===== src/rtl/signed_divider.sv =====
// Sequential signed divider: one restoring iteration per clock behind a start/done handshake.
// The quotient truncates toward zero and the remainder takes the dividend's sign.
module signed_divider #(
  parameter int BIT_WIDTH    = 16,
  parameter int RESULT_WIDTH = 32
) (
  input  logic                           clk,
  input  logic                           rst,
  input  logic                           start,
  input  logic signed [RESULT_WIDTH-1:0] dividend,
  input  logic signed [BIT_WIDTH-1:0]    divisor,
  output logic                           busy,
  output logic                           done,
  output logic signed [RESULT_WIDTH-1:0] quotient,
  output logic signed [BIT_WIDTH-1:0]    remainder,
  output logic                           div_by_zero,
  output logic                           overflow
);

  localparam int CW = $clog2(RESULT_WIDTH) + 1;
  localparam logic [CW-1:0] LAST = CW'(RESULT_WIDTH - 1);
  localparam logic [RESULT_WIDTH-1:0] MOST_NEG = {1'b1, {(RESULT_WIDTH-1){1'b0}}};

  typedef enum logic [1:0] {IDLE, CALC, FIX} state_t;

  state_t                  state, state_nxt;
  logic                    accept;
  logic                    dz_pend;
  logic                    ovf_pend;
  logic                    q_neg, r_neg;
  logic [CW-1:0]           cnt;
  logic [BIT_WIDTH:0]      pr;
  logic [RESULT_WIDTH-1:0] dq;
  logic [BIT_WIDTH-1:0]    dvs_mag;
  logic [BIT_WIDTH+1:0]    shifted, diff;

  function automatic logic [RESULT_WIDTH-1:0] mag_q(input logic signed [RESULT_WIDTH-1:0] v);
    return v[RESULT_WIDTH-1] ? -v : v;
  endfunction

  function automatic logic [BIT_WIDTH-1:0] mag_r(input logic signed [BIT_WIDTH-1:0] v);
    return v[BIT_WIDTH-1] ? -v : v;
  endfunction

  function automatic logic [RESULT_WIDTH-1:0] neg_q(input logic [RESULT_WIDTH-1:0] v, input logic n);
    return n ? -v : v;
  endfunction

  function automatic logic [BIT_WIDTH-1:0] neg_r(input logic [BIT_WIDTH-1:0] v, input logic n);
    return n ? -v : v;
  endfunction

  // One extra headroom bit so a failed trial subtraction shows up as a set MSB.
  assign shifted = {pr, dq[RESULT_WIDTH-1]};
  assign diff    = shifted - {2'b00, dvs_mag};
  assign busy    = (state != IDLE);

  always_comb begin
    state_nxt = state;
    accept    = 1'b0;
    case (state)
      IDLE: begin
        if (start && !dz_pend) begin
          accept = 1'b1;
          if (divisor != '0) state_nxt = CALC;
        end
      end
      CALC:    if (cnt == LAST) state_nxt = FIX;
      FIX:     state_nxt = IDLE;
      default: state_nxt = IDLE;
    endcase
  end

  always_ff @(posedge clk) begin
    if (rst) begin
      state       <= IDLE;
      cnt         <= '0;
      done        <= 1'b0;
      dz_pend     <= 1'b0;
      quotient    <= '0;
      remainder   <= '0;
      div_by_zero <= 1'b0;
      overflow    <= 1'b0;
    end else begin
      state   <= state_nxt;
      done    <= 1'b0;
      dz_pend <= accept && (divisor == '0);
      if (accept)             cnt <= '0;
      else if (state == CALC) cnt <= cnt + 1'b1;
      if (dz_pend) begin
        quotient    <= '0;
        remainder   <= '0;
        div_by_zero <= 1'b1;
        overflow    <= 1'b0;
        done        <= 1'b1;
      end else if (state == FIX) begin
        quotient    <= $signed(neg_q(dq, q_neg));
        remainder   <= $signed(neg_r(pr[BIT_WIDTH-1:0], r_neg));
        div_by_zero <= 1'b0;
        overflow    <= ovf_pend;
        done        <= 1'b1;
      end
    end
  end

  // Operand capture at acceptance, then one shift/subtract step per CALC cycle.
  always_ff @(posedge clk) begin
    if (accept) begin
      q_neg    <= dividend[RESULT_WIDTH-1] ^ divisor[BIT_WIDTH-1];
      r_neg    <= dividend[RESULT_WIDTH-1];
      dq       <= mag_q(dividend);
      dvs_mag  <= mag_r(divisor);
      pr       <= '0;
      ovf_pend <= (dividend == MOST_NEG) && (divisor == '1);
    end else if (state == CALC) begin
      if (!diff[BIT_WIDTH+1]) begin
        pr <= diff[BIT_WIDTH:0];
        dq <= {dq[RESULT_WIDTH-2:0], 1'b1};
      end else begin
        pr <= shifted[BIT_WIDTH:0];
        dq <= {dq[RESULT_WIDTH-2:0], 1'b0};
      end
    end
  end

endmodule

===== config.mk =====
export PLATFORM = sky130hd
export DESIGN_NAME = signed_divider
export DESIGN_NICKNAME = d
export VERILOG_FILES = /design/src/rtl/signed_divider.sv
export SDC_FILE = /design/constraint.sdc
export NUM_CORES = 1
export LEC_CHECK = 0
export CAP_MARGIN = 25
export CORE_MARGIN = 2
export CORE_UTILIZATION = 53
export DETAILED_ROUTE_END_ITERATION = 6
export HOLD_SLACK_MARGIN = 0.05
export PLACE_DENSITY = 0.9
export REMOVE_ABC_BUFFERS = 1
export SETUP_SLACK_MARGIN = 0.4
export SLEW_MARGIN = 20
export SYNTH_ARGS = -nofsm -noshare
export SYNTH_HDL_FRONTEND = slang
export SYNTH_SLANG_ARGS = --single-unit

===== constraint.sdc =====
create_clock -name clk -period 3.8 [get_ports clk]
set_input_delay 0.76 -clock clk [delete_from_list [all_inputs] [get_ports clk]]
set_output_delay 0.76 -clock clk [all_outputs]
set_load 0.005 [all_outputs]

After elaboration in Yosys (flattened, before gate mapping)
Index checks and enable logic that the tools add are counted.
{ "op_classes": {"add_sub_neg": 6, "mul": 0, "div_mod_pow": 0, "order_cmp": 0, "n_eq_ne": 8, "n_shift": 0, "n_mux": 18, "bitwise": 1, "n_reduce_logical": 13} }
{ "op_table": {"columns": ["op", "count"], "rows": [
  ["32-bit 2-to-1 mux", 4],
  ["32-bit negator", 2],
  ["32-bit equality test (second input constant)", 1],
  ["16-bit negator", 2],
  ["18-bit by 16-bit subtractor with 18-bit output", 1],
  ["17-bit 2-to-1 mux", 1],
  ["16-bit equality test (second input constant)", 1],
  ["16-bit zero test", 1],
  ["16-bit 2-to-1 mux", 1],
  ["16-bit nonzero test", 1],
  ["15-bit 2-to-1 mux", 1],
  ["1-bit 2-to-1 mux", 7],
  ["6-bit by 1-bit adder with 6-bit output (second input constant)", 1],
  ["6-bit by 5-bit equality test with 1-bit output (second input constant)", 1],
  ["2-bit 2-to-1 mux", 3],
  ["2-bit inequality test (second input constant)", 3],
  ["2-bit nonzero test", 3],
  ["2-bit one-hot mux with 2 select lines", 1],
  ["2-bit OR reduction", 2],
  ["1-bit logical AND", 3],
  ["3-bit AND reduction", 1],
  ["2-bit by 1-bit equality test with 1-bit output (second input constant)", 1],
  ["2-bit equality test (second input constant)", 1],
  ["2-bit zero test", 1],
  ["2 further kinds", 2]
]} }
{ "word_totals": {"ff_bits": 128, "latchBits": 0, "mem_bits_rw": 0, "rom_bits": 0, "memories": 0} }

Logic depth before layout (Yosys ltp)
Gate-level depths: netlist of run 1.
{ "depth": {"ltp_word": 5, "depth_mapped": 12} }

Worst setup path before layout of run 1
Ideal clock, no wire load.
{ "synth_path": {"path_kind": "input -> register", "startpoint": "input port start", "endpoint": "register dq[0], enable pin", "setup_time_ns": 0.387, "t_arrival_ns": 2.816, "t_required_ns": 3.413, "path_slack_ns": 0.596, "path_stages": 5, "cell_sequence": "or3b_2 > clkbuf_1 > inv_1 > nor2_1 > inv_1"} }
{ "synth_via": {"elab_chain_len": 4} }
{ "synth_rtl": {"columns": ["item", "line", "source"], "rows": [
  ["from (decl)", "9", "input logic start,"],
  ["1-bit logical AND", "63", "if (start && !dz_pend) begin"],
  ["1-bit 2-to-1 mux", "63", null],
  ["1-bit 2-to-1 mux", "61", "case (state)"],
  ["net accept", "27", "logic accept;"],
  ["2-bit nonzero test (no line)", null, null],
  ["to (signal assigned)", "111", "dq <= mag_q(dividend);"],
  ["to (signal assigned)", "118", "dq <= {dq[RESULT_WIDTH-2:0], 1'b1};"],
  ["to (signal assigned)", "121", "dq <= {dq[RESULT_WIDTH-2:0], 1'b0};"],
  ["to (decl)", "33", "logic [RESULT_WIDTH-1:0] dq;"]
]} }
The timed path passes the listed nets, and every way through them passes these cells.
A chain may end at the register's enable or synchronous reset.

Worst setup path in the final report of run 1
{ "layout_path": {"startpoint": "input port dividend[10]", "endpoint": "register dq[29] (data pin)"} }
{ "layout_via": {"elab_chain_len": 3} }
{ "layout_rtl": {"columns": ["item", "line", "source"], "rows": [
  ["from (decl)", "10", "input logic signed [RESULT_WIDTH-1:0] dividend,"],
  ["32-bit negator", "38", "return v[RESULT_WIDTH-1] ? -v : v;"],
  ["32-bit 2-to-1 mux", "38", null],
  ["32-bit 2-to-1 mux", "108", "if (accept) begin"]
]} }
No other way between the ends.

==> results.md, run 1 <==
- WL per Instance: 16.3 um
- Total track usage: 0.250
- Share of post-route cells with drive strength above 1: 0.0662
- CP Class: input pin to register
- Crit-path max FO: 4
- Hold path startpoint: remainder[14]$_SDFFE_PP0P_
- Hold endpoint: remainder[14]$_SDFFE_PP0P_
- Buffers on Ports: 102
- Clock transition at path regs: 0.05 ns
- # DRC: 0
- Final ANT Viol Nets: 0
- Final Instance Count excl. Fillers: 1116
- #FFs+latches synth: 128
- Clock sinks: 128
- Fmax: 304 MHz
- Die ar.: 0.0150 mm2
- DR pass1 iterations: 4
- Critical R2R Capture: pr[0]$_SDFFE_PP0P_
- Setup crit end kind: register
- Post-CTS Setup Inserts: 0
- CTS max path bufs: 2
- Final instance area: 0.00926 mm2
- Post-synth cell types: 54
- Fin. max-slew vios: 0
- Root buffer cell: clkbuf_16
- Unrepaired setup endpoints after global routing: false
- First-pass GRT wire length: 29300 um
- Seq/Total Area, Yosys: 0.414
- Largest net degree at the start of global routing: 75
- Area of the core: 0.0138 mm2
- DP Area: 0.00863 mm2
- CP startpoint kind: input pin
- Final hold violation count: 0
- Area of the mapped netlist: 0.00742 mm2
- Nets: 997
- Worst R2R Start: pr[11]$_SDFFE_PP0P_
- Clk_lat worst skew: 0.43 ns
- Tightest Pin Transition: 0.989 ns
- Area delta synth->final: 24.8%
- Hold crit path type: register to register
- WP data arrival: 3.44 ns
- Ant diodes: 0
- FF-to-FF path depth: 8
- CTS buffer count: 17
- Final core utilization: 0.672
- Worst R2R Setup Slack: 0.78 ns
- Clock Skews: 0.0122 ns
- Final Total Pwr: 5220 uW
- CTS tree: done
- Worst path required time: 3.95 ns
- Initial Util: 0.539
- Die height: 122 um
- Maximum vdd drop: 0.405 mV
- Global route overflow: 0
- Average cell area after synthesis: 8.92 um2
- Drt first-iter violations: 573
- Pwr Density: 563 mW/mm2
- Final min period: 3.29 ns
- Vias in the first global route: 6010
- Detailed-route via count: 6486
- Max-cap violations: 0
- Drt total wl: 18200 um
- Synth async-reset ratio: 0
- Rel. slew slack: 0.340
- Finish-stage setup viols: 0
- Number of enable flip-flop cells after synthesis: 51
- Crit share post-route: 0.866
- Antenna violations before repair: 0
- Syn. warnings: 0
- Cell Count Post-Placement: 1084
- H-tree level count: 4
- Outcome: complete, no violations
- I/O Pins: 103
- Mapped Cells: 832
- # rows: 43
- Post-DP HPWL: 12600 um
- GPL Wtd Cong: 0.966
- Fin Setup TNS: 0 ns
- Top FF cell, synth: dfxtp_1
- Vias/cell: 5.81
- Pleak: 0.00345 uW
- Die width: 122 um
- Hold Crit Depth: 2
-- area by class of cell --
class / count / area, um2
Multi-Input combinational cell: 632 / 4090
Tap cell: 180 / 225
Fill cell: 1017 / 4510
Timing Repair Buffer: 117 / 1150
Sequential cell: 128 / 3070
Inverter: 27 / 101
Clock inverter: 12 / 163
Clock buffer: 20 / 458
-- report_power, final --
| part | switching (uW) | total, uW | internal [uW] |
|---|---|---|---|
| clock network | 600 | 1730 | 1130 |
| logic | 914 | 1640 | 731 |
| registers | 237 | 1840 | 1610 |
-- registers in the layout (all words and copies together), names as in the netlist, 2 cells and up --
register,cells
pr,17
state,2
cnt,6
quotient,32
dq,32
remainder,16
dvs_mag,16
-- synth_stat cells (2+ instances only) --
cell type	number	area, um2
xor2_1	72	631
o21a_1	6	45.0
nor2_1	60	225
xnor2_1	32	280
and3_1	4	25.0
o21ai_0	83	415
nand3_1	14	70.1
dfxtp_1	77	1540
and2_1	3	18.8
ha_1	22	275
nand2b_1	13	81.3
nand4_1	11	68.8
inv_1	27	101
buf_1	7	26.3
or4_1	11	82.6
nor4_1	5	31.3
a21boi_0	3	22.5
nand2_1	91	342
or3_1	17	106
a21oi_1	39	195
nor2b_1	6	37.5
a21o_1	5	37.5
o21ai_1	7	35.0
o211ai_1	2	15.0
a31oi_1	2	12.5
or2_2	8	50.1
o41ai_1	10	87.6
edfxtp_1	51	1530
clkbuf_1	36	135
nor3_1	8	40.0
mux2i_1	17	170
a211oi_1	36	270
buf_2	2	10.0
nand3b_1	2	15.0
o31ai_1	24	180
-- routing by layer --
metal	global-route usage	vias up	part of all wire
met1	0.317	3011	0.43
met5	0	-	0
li1	-	3167	-
met2	0.407	253	0.47
met4	0.119	0	0.036
met3	0.0507	55	0.067
-- metrics by stage --
step | setup slack, ns | hold slack (ns)
after floorplan | -0.0760 | 0.436
after global placement | 0.0965 | 0.440
after detailed placement | 0.0226 | 0.445
after CTS | 0.452 | 0.453
after global routing | 0.426 | 0.463
final | 0.508 | 0.450
-- cells in the final DEF (no fill, tap or decap), drive strengths merged, types with 5 or more instances in the layout --
| master | count |
|---|---|
| or3 | 17 |
| xnor2 | 32 |
| mux2i | 17 |
| clkdlybuf4s50 | 102 |
| o21a | 6 |
| nand4 | 11 |
| nor2b | 6 |
| buf | 15 |
| or4 | 12 |
| nor4 | 5 |
| a21o | 5 |
| or2 | 11 |
| edfxtp | 51 |
| nand2b | 13 |
| inv | 28 |
| nand3 | 14 |
| clkinv | 7 |
| o31ai | 24 |
| clkbuf | 20 |
| a211oi | 36 |
| nand2 | 91 |
| a21oi | 39 |
| nor2 | 60 |
| dfxtp | 77 |
| nor3 | 8 |
| xor2 | 72 |
| o21ai | 90 |
| ha | 22 |
| o41ai | 12 |
-- repair_timing --
| action | in CTS | in global routing |
|---|---|---|
| gates resized for setup | 0 | 3 |
| hold buffers | 0 | 0 |
| endpoints found under the setup margin | 0 | 17 |
-- how the worst max path moves through the flow --
| stage | startpoint | end | cells after the start |
|---|---|---|---|
| 6_report | dividend[10] | dq[29]$_DFFE_PP_ | 8 |
| 5_1_grt | dividend[10] | dq[29]$_DFFE_PP_ | 8 |
| 4_1_cts | dividend[10] | dq[29]$_DFFE_PP_ | 8 |
| 3_5_place_dp | dividend[10] | dq[29]$_DFFE_PP_ | 8 |
| 3_3_place_gp | dividend[10] | dq[29]$_DFFE_PP_ | 8 |
| 2_1_floorplan | state[1]$_SDFFE_PP0P_ | remainder[12]$_SDFFE_PP0P_ | 3 |
-- logic make-up (layout without fill, tap and decap cells) --
family          after synthesis  after routing  synth area share
simple gates                262            262             0.172
compound gates              225            225             0.190
flops                       128            128             0.414
xor+xnor                    104            104             0.123
buf+inv                      72            176            0.0368
fa+ha+maj                    23             23            0.0398
mux                          18             18            0.0245
-- worst max-delay path, stage by stage --
cell and delay [ns]:
clkdlybuf4s50_1 0.43, or4_1 0.56, or4_4 0.47, or3_1 0.40, or4_1 0.43, nand2_1 0.13
xor2_2 0.17, o21ai_1 0.08
Note: power is estimated with default switching activity, not from simulation.
==> run 2: changes to the inputs <==
CELL_PAD_IN_SITES_DETAIL_PLACEMENT = 0   (was default)
CELL_PAD_IN_SITES_GLOBAL_PLACEMENT = 1   (was default)
CORE_UTILIZATION = 42   (was 53)
PLACE_DENSITY = 0.92   (was 0.9)
SKIP_LAST_GASP = 1   (was default)
==> results.md, run 2 (synthesis gave the netlist of run 1 again) <==
- GPL Wtd Cong: 0.871 (-9.8%)
- Share of post-route cells with drive strength above 1: 0.0642 (-0.00207)
- Cells along the critical path: clkdlybuf4s50_1 -> or4_1 -> or4_4 -> or3_1 -> or4_1 -> nand2_1 -> xor2_1 -> o21ai_1
- CP peak stage delay: 0.59 ns (+0.03 ns)
- Pwr Density: 537 mW/mm2 (-4.7%)
- Max-cap violations: 0 (unchanged)
- Final min period: 3.28 ns (-0.0110 ns)
- Crit share post-route: 0.863 (-0.00290)
- Clock Skews: 0.00697 ns (-0.00528 ns)
- # rows: 48 (+12%)
- Clock Power Share: 0.316 (-0.015)
- I/O Pins: 103 (unchanged)
- Die ar.: 0.0187 mm2 (+25%)
- CP startpoint: dividend[10]
- Pleak: 0.00342 uW (-1.0%)
- Clock sinks: 128 (unchanged)
- Worst R2R Start: pr[11]$_SDFFE_PP0P_
- Switching Fraction: 0.332 (-0.00349)
- Antenna violations before repair: 0 (unchanged)
- Share of power burned in registers: 0.369 (+0.015)
- Largest net degree at the start of global routing: 75 (unchanged)
- Finish-stage setup viols: 0 (unchanged)
- WP data arrival: 3.44 ns (about the same)
- Fmax: 305 MHz (+0.34%)
- Fillers: 1576 (+55%)
- Drt first-iter violations: 336 (-41%)
- Final core utilization: 0.535 (-0.137)
- CTS buffer count: 17 (unchanged)
- Outcome: complete, no violations
- Initial Util: 0.429 (-0.110)
- Hold path startpoint: quotient[7]$_SDFFE_PP0P_
- Fin. max-slew vios: 0 (unchanged)
- Crit-path max FO: 4 (unchanged)
- H-tree level count: 4 (unchanged)
- Area of the core: 0.0173 mm2 (+26%)
- CTS tree: done
- Ant diodes: 0 (unchanged)
- Die height: 137 um (+12%)
- CP Class: input pin to register
- Commonest non-fill, non-tap cell in the layout: clkdlybuf4s50_1
- Tightest Pin Transition: 0.929 ns (-0.0607 ns)
- Largest registers: dq x32, quotient x32, pr x17
- Dpl ws: 0.0209 ns (-0.00169 ns)
- Final Total Pwr: 4970 uW (-4.8%)
- Crit path top cell by count: or4_1
- Setup ws final: 0.519 ns (+0.0110 ns)
- Root buffer cell: clkbuf_16
- Internal power: 3320 uW (-4.3%)
- Global route overflow: 0 (unchanged)
- Nets: 996 (-0.10%)
- Drt total wl: 16900 um (-7.2%)
- CTS max path bufs: 2 (unchanged)
- Comb pwr share: 0.315 (about the same)
- Vias/cell: 5.31 (-8.6%)
- Post-CTS Setup Inserts: 0 (unchanged)
- Die width: 137 um (+12%)
- Rel. slew slack: 0.381 (+0.0404)
- CP startpoint kind: input pin
- Detailed-route via count: 6165 (-4.9%)
- P_sw: 1650 uW (-5.8%)
- DR pass1 iterations: 6 (+2)
- Buffers on Ports: 102 (unchanged)
- WL per Instance: 14.6 um (-11%)
- Clock transition at path regs: 0.06 ns (about the same)
- Post-DP HPWL: 12400 um (-1.0%)
- Final ANT Viol Nets: 0 (unchanged)
- Unrepaired setup endpoints after global routing: false
- Total track usage: 0.185 (-0.0641)
- Worst path required time: 3.95 ns (about the same)
- Vias in the first global route: 5520 (-8.2%)
- Commonest cells after routing, fill and taps aside: 102 x clkdlybuf4s50_1, 91 x nand2_1, 83 x o21ai_0
- Maximum vdd drop: 0.337 mV (-17%)
- Slowest library cell on the worst path: or4_1
- Area delta synth->final: 24.7% (about the same)
- Final hold violation count: 0 (unchanged)
- Clk_lat worst skew: 0.42 ns (about the same)
- Setup crit end kind: register
- Hold crit path type: register to register
- # DRC: 0 (unchanged)
- First-pass GRT wire length: 27400 um (-6.6%)
[run 2: layer usage]
| layer | track usage | vias up | part of all wire |
|---|---|---|---|
| met2 | 0.283 | 127 | 0.45 |
| met5 | 0 | - | 0 |
| met1 | 0.256 | 2832 | 0.49 |
| li1 | - | 3182 | - |
| met4 | 0.0636 | 0 | 0.018 |
| met3 | 0.0459 | 24 | 0.050 |
[run 2: layout make-up]
cell class                      instances  area (um2)  share of cell area
Tap cell                              225         282              0.0304
Clock buffer                           20         457              0.0494
Sequential cell                       128        3070               0.332
Multi-Input combinational cell        632        4090               0.442
Inverter                               27         101              0.0110
Timing Repair Buffer                  116        1140               0.123
Clock inverter                         12         115              0.0124
[run 2: final timing paths]
path / to / slack [ns] / depth (start not counted)
max: dq[29]$_DFFE_PP_ / 0.52 / 8
min: quotient[7]$_SDFFE_PP0P_ / 0.45 / 2
max reg2reg: pr[0]$_SDFFE_PP0P_ / 0.86 / 8
min reg2reg: quotient[7]$_SDFFE_PP0P_ / 0.45 / 2
[run 2: timing repair]
action | CTS | global route
endpoints found under the setup margin | 0 | 5
hold buffers | 0 | 0
resized for setup | 0 | 2
endpoints found under the hold margin | 0 | 0
[run 2: per-stage QoR]
step	instances	instance area [um2]	setup TNS (ns)	hold slack [ns]
6_report	1160	9250	0	0.448
5_1_grt	1160	9250	0	0.470
3_5_place_dp	1128	8670	0	0.446
2_1_floorplan	787	7250	-0.152	0.436
3_3_place_gp	1128	8670	0	0.440
4_1_cts	1160	9250	0	0.453
[run 2: power by group through the flow]
stage          Sequential [uW]  Clock (uW)  Combinational, uW
5_1_grt                   1860        1660               1760
3_3_place_gp              1850           0               1540
3_5_place_dp              1860           0               1560
6_report                  1830        1570               1560
2_1_floorplan             1780           0               1230
4_1_cts                   1830        1600               1570
[run 2: critical path, delay by kind of cell]
| family | cells | cell delay (ns) |
|---|---|---|
| AOI/OAI and AO/OA | 1 | 0.07 |
| xor gates and xnor gates | 1 | 0.17 |
| buffers and inverters | 1 | 0.43 |
| and+or+nand+nor | 5 | 2.02 |
==> run 3: changes to the inputs <==
CORE_MARGIN = default   (was 2)
==> results.md, run 3 (synthesis gave the netlist of run 1 again) <==
- Outcome: complete, no violations
- Tightest Pin Transition: 0.911 ns (-0.0179 ns)
- Critical R2R Capture: pr[0]$_SDFFE_PP0P_
- Final hold violation count: 0 (unchanged)
- Internal power: 3300 uW (-0.60%)
- Nets: 998 (+0.20%)
- Commonest cells after routing, fill and taps aside: 102 x clkdlybuf4s50_1, 91 x nand2_1, 83 x o21ai_0
- Die width: 135 um (-1.5%)
- Crit-path max FO: 4 (unchanged)
- Root buffer cell: clkbuf_16
- Worst path required time: 3.95 ns (about the same)
- Rel. slew slack: 0.393 (+0.0119)
- PostCTS Resize Cnt: 0 (unchanged)
- Total track usage: 0.194 (+0.00838)
- CP startpoint kind: input pin
- I/O Pins: 103 (unchanged)
- Final ANT Viol Nets: 0 (unchanged)
- Pleak: 0.00342 uW (about the same)
- Die height: 135 um (-1.5%)
- Worst R2R Setup Slack: 0.83 ns (-0.03 ns)
- FF-to-FF path depth: 8 (unchanged)
- Antenna violations before repair: 1 (+1)
- Switching Fraction: 0.331 (-0.000990)
- Area of the core: 0.0173 mm2 (unchanged)
- Drt total wl: 16900 um (-0.24%)
- Area delta synth->final: 24.5%
- GPL Wtd Cong: 0.844 (-3.1%)
- CP startpoint: dividend[10]
- Initial Util: 0.429 (unchanged)
- Crit path top cell by count: or4_1
- Maximum vdd drop: 0.366 mV (+8.5%)
- Drt first-iter violations: 411 (+22%)
- Hold crit path type: register to register
- CTS max path bufs: 2 (unchanged)
- Final Total Pwr: 4930 uW (-0.75%)
- Largest net degree at the start of global routing: 75 (unchanged)
- Post-CTS Setup Inserts: 0 (unchanged)
- Unrepaired setup endpoints after global routing: false
- Hold path startpoint: remainder[10]$_SDFFE_PP0P_
- Buf/Inv on CP: 1 (unchanged)
- Share of power burned in registers: 0.371 (+0.002)
- Clk_lat worst skew: 0.42 ns (about the same)
- Clock transition at path regs: 0.06 ns (about the same)
- DR pass1 iterations: 5 (-1)
- Sequential cell area: 0.00307 mm2 (unchanged)
- P_sw: 1630 uW (-1.0%)
- Fin. max-slew vios: 0 (unchanged)
- CP Class: input pin to register
- Finish-stage setup viols: 0 (unchanged)
- Clock sinks: 128 (unchanged)
- Post-DP HPWL: 12600 um (+1.2%)
- CTS buffer count: 17 (unchanged)
- Pwr Density: 534 mW/mm2 (-0.61%)
- Buffers on Ports: 102 (unchanged)
- Vias/cell: 5.32 (about the same)
- Crit. path cell count: 8 (unchanged)
- Fmax: 310 MHz (+1.7%)
- WL per Instance: 14.5 um (-0.41%)
- Vias in the first global route: 5655 (+2.4%)
- Final min period: 3.23 ns (-0.0552 ns)
- Clock Skews: 0.00681 ns (-0.000156 ns)
- Detailed-route via count: 6180 (+0.24%)
- Fillers: 1585 (+0.57%)
- Slowest library cell on the worst path: or4_1
- Crit share post-route: 0.849 (-0.0145)
- Fin Setup TNS: 0 ns (unchanged)
- Worst R2R Start: pr[11]$_SDFFE_PP0P_
- Cells along the critical path: clkdlybuf4s50_1 -> or4_1 -> or4_4 -> or3_1 -> or4_1 -> nand2_1 -> xor2_1 -> o21ai_1
- Global route overflow: 0 (unchanged)
- Die ar.: 0.0182 mm2 (-2.9%)
- H-tree level count: 4 (unchanged)
- Dpl ws: 0.0683 ns (+0.0474 ns)
- CP peak stage delay: 0.57 ns (-0.02 ns)
- Comb pwr share: 0.320 (+0.005)
- First-pass GRT wire length: 27700 um (+1.1%)
- Largest registers: dq x32, quotient x32, pr x17
- Clock Power Share: 0.309 (-0.007)
- # DRC: 0 (unchanged)
- Setup crit end kind: register
- Multi-input gate area: 0.00409 mm2 (unchanged)
- Setup crit end: dq[29]$_DFFE_PP_
- CTS tree: done
- Commonest non-fill, non-tap cell in the layout: clkdlybuf4s50_1
- Share of post-route cells with drive strength above 1: 0.0640 (-0.000137)
- Setup ws final: 0.574 ns (+0.0552 ns)
- # hold bufs at CTS: 0 (unchanged)
- WP data arrival: 3.38 ns (-0.06 ns)
- Max-cap violations: 0 (unchanged)
- Ant diodes: 0 (unchanged)
- # rows: 48 (unchanged)
- Critical path's top delay family: simple AND/OR/NAND/NOR gates
-- run 3: layout make-up --
class / instances / share of cell area
multi-input combinational: 632 / 0.442
sequential: 128 / 0.333
timing repair buffer: 118 / 0.124
clock buffer: 27 / 0.0544
tap: 225 / 0.0305
inverter: 27 / 0.0110
clock inverter: 5 / 0.00582
-- run 3: per-stage QoR --
step | hold slack, ns | instances | utilization | cell area [um2]
after detailed placement | 0.448 | 1130 | 0.502 | 8680
after floorplan | 0.436 | 787 | - | 7250
final | 0.450 | 1162 | 0.534 | 9240
after CTS | 0.455 | 1162 | 0.534 | 9230
after global placement | 0.443 | 1130 | 0.502 | 8680
after global routing | 0.471 | 1162 | 0.534 | 9240
-- run 3: tightest hold or removal path, delay by kind of cell, from the launching register on --
family           cells  cell delay, ns
flip-flops           1            0.30
AND/OR/NAND/NOR      1            0.05
AO/OA/AOI/OAI        1            0.05
-- run 3: power by group through the flow --
stage               registers, uW  clock network [uW]  logic [uW]
floorplan                    1780                   0        1230
global placement             1850                   0        1550
detailed placement           1860                   0        1570
CTS                          1830                1540        1580
global route                 1860                1610        1770
finish                       1830                1520        1580
-- run 3: worst min path at each step --
stage | end | depth (start not counted)
floorplan | state[1]$_SDFFE_PP0P_ | 1
global placement | remainder[10]$_SDFFE_PP0P_ | 2
CTS | remainder[10]$_SDFFE_PP0P_ | 2
detailed placement | remainder[10]$_SDFFE_PP0P_ | 2
global route | remainder[0]$_SDFFE_PP0P_ | 2
finish | remainder[10]$_SDFFE_PP0P_ | 2
-- run 3: routing by layer --
metal	routed length, um	track usage
met1	8120	0.260
met2	7730	0.304
met3	783	0.0469
met4	232	0.0674
met5	13	0
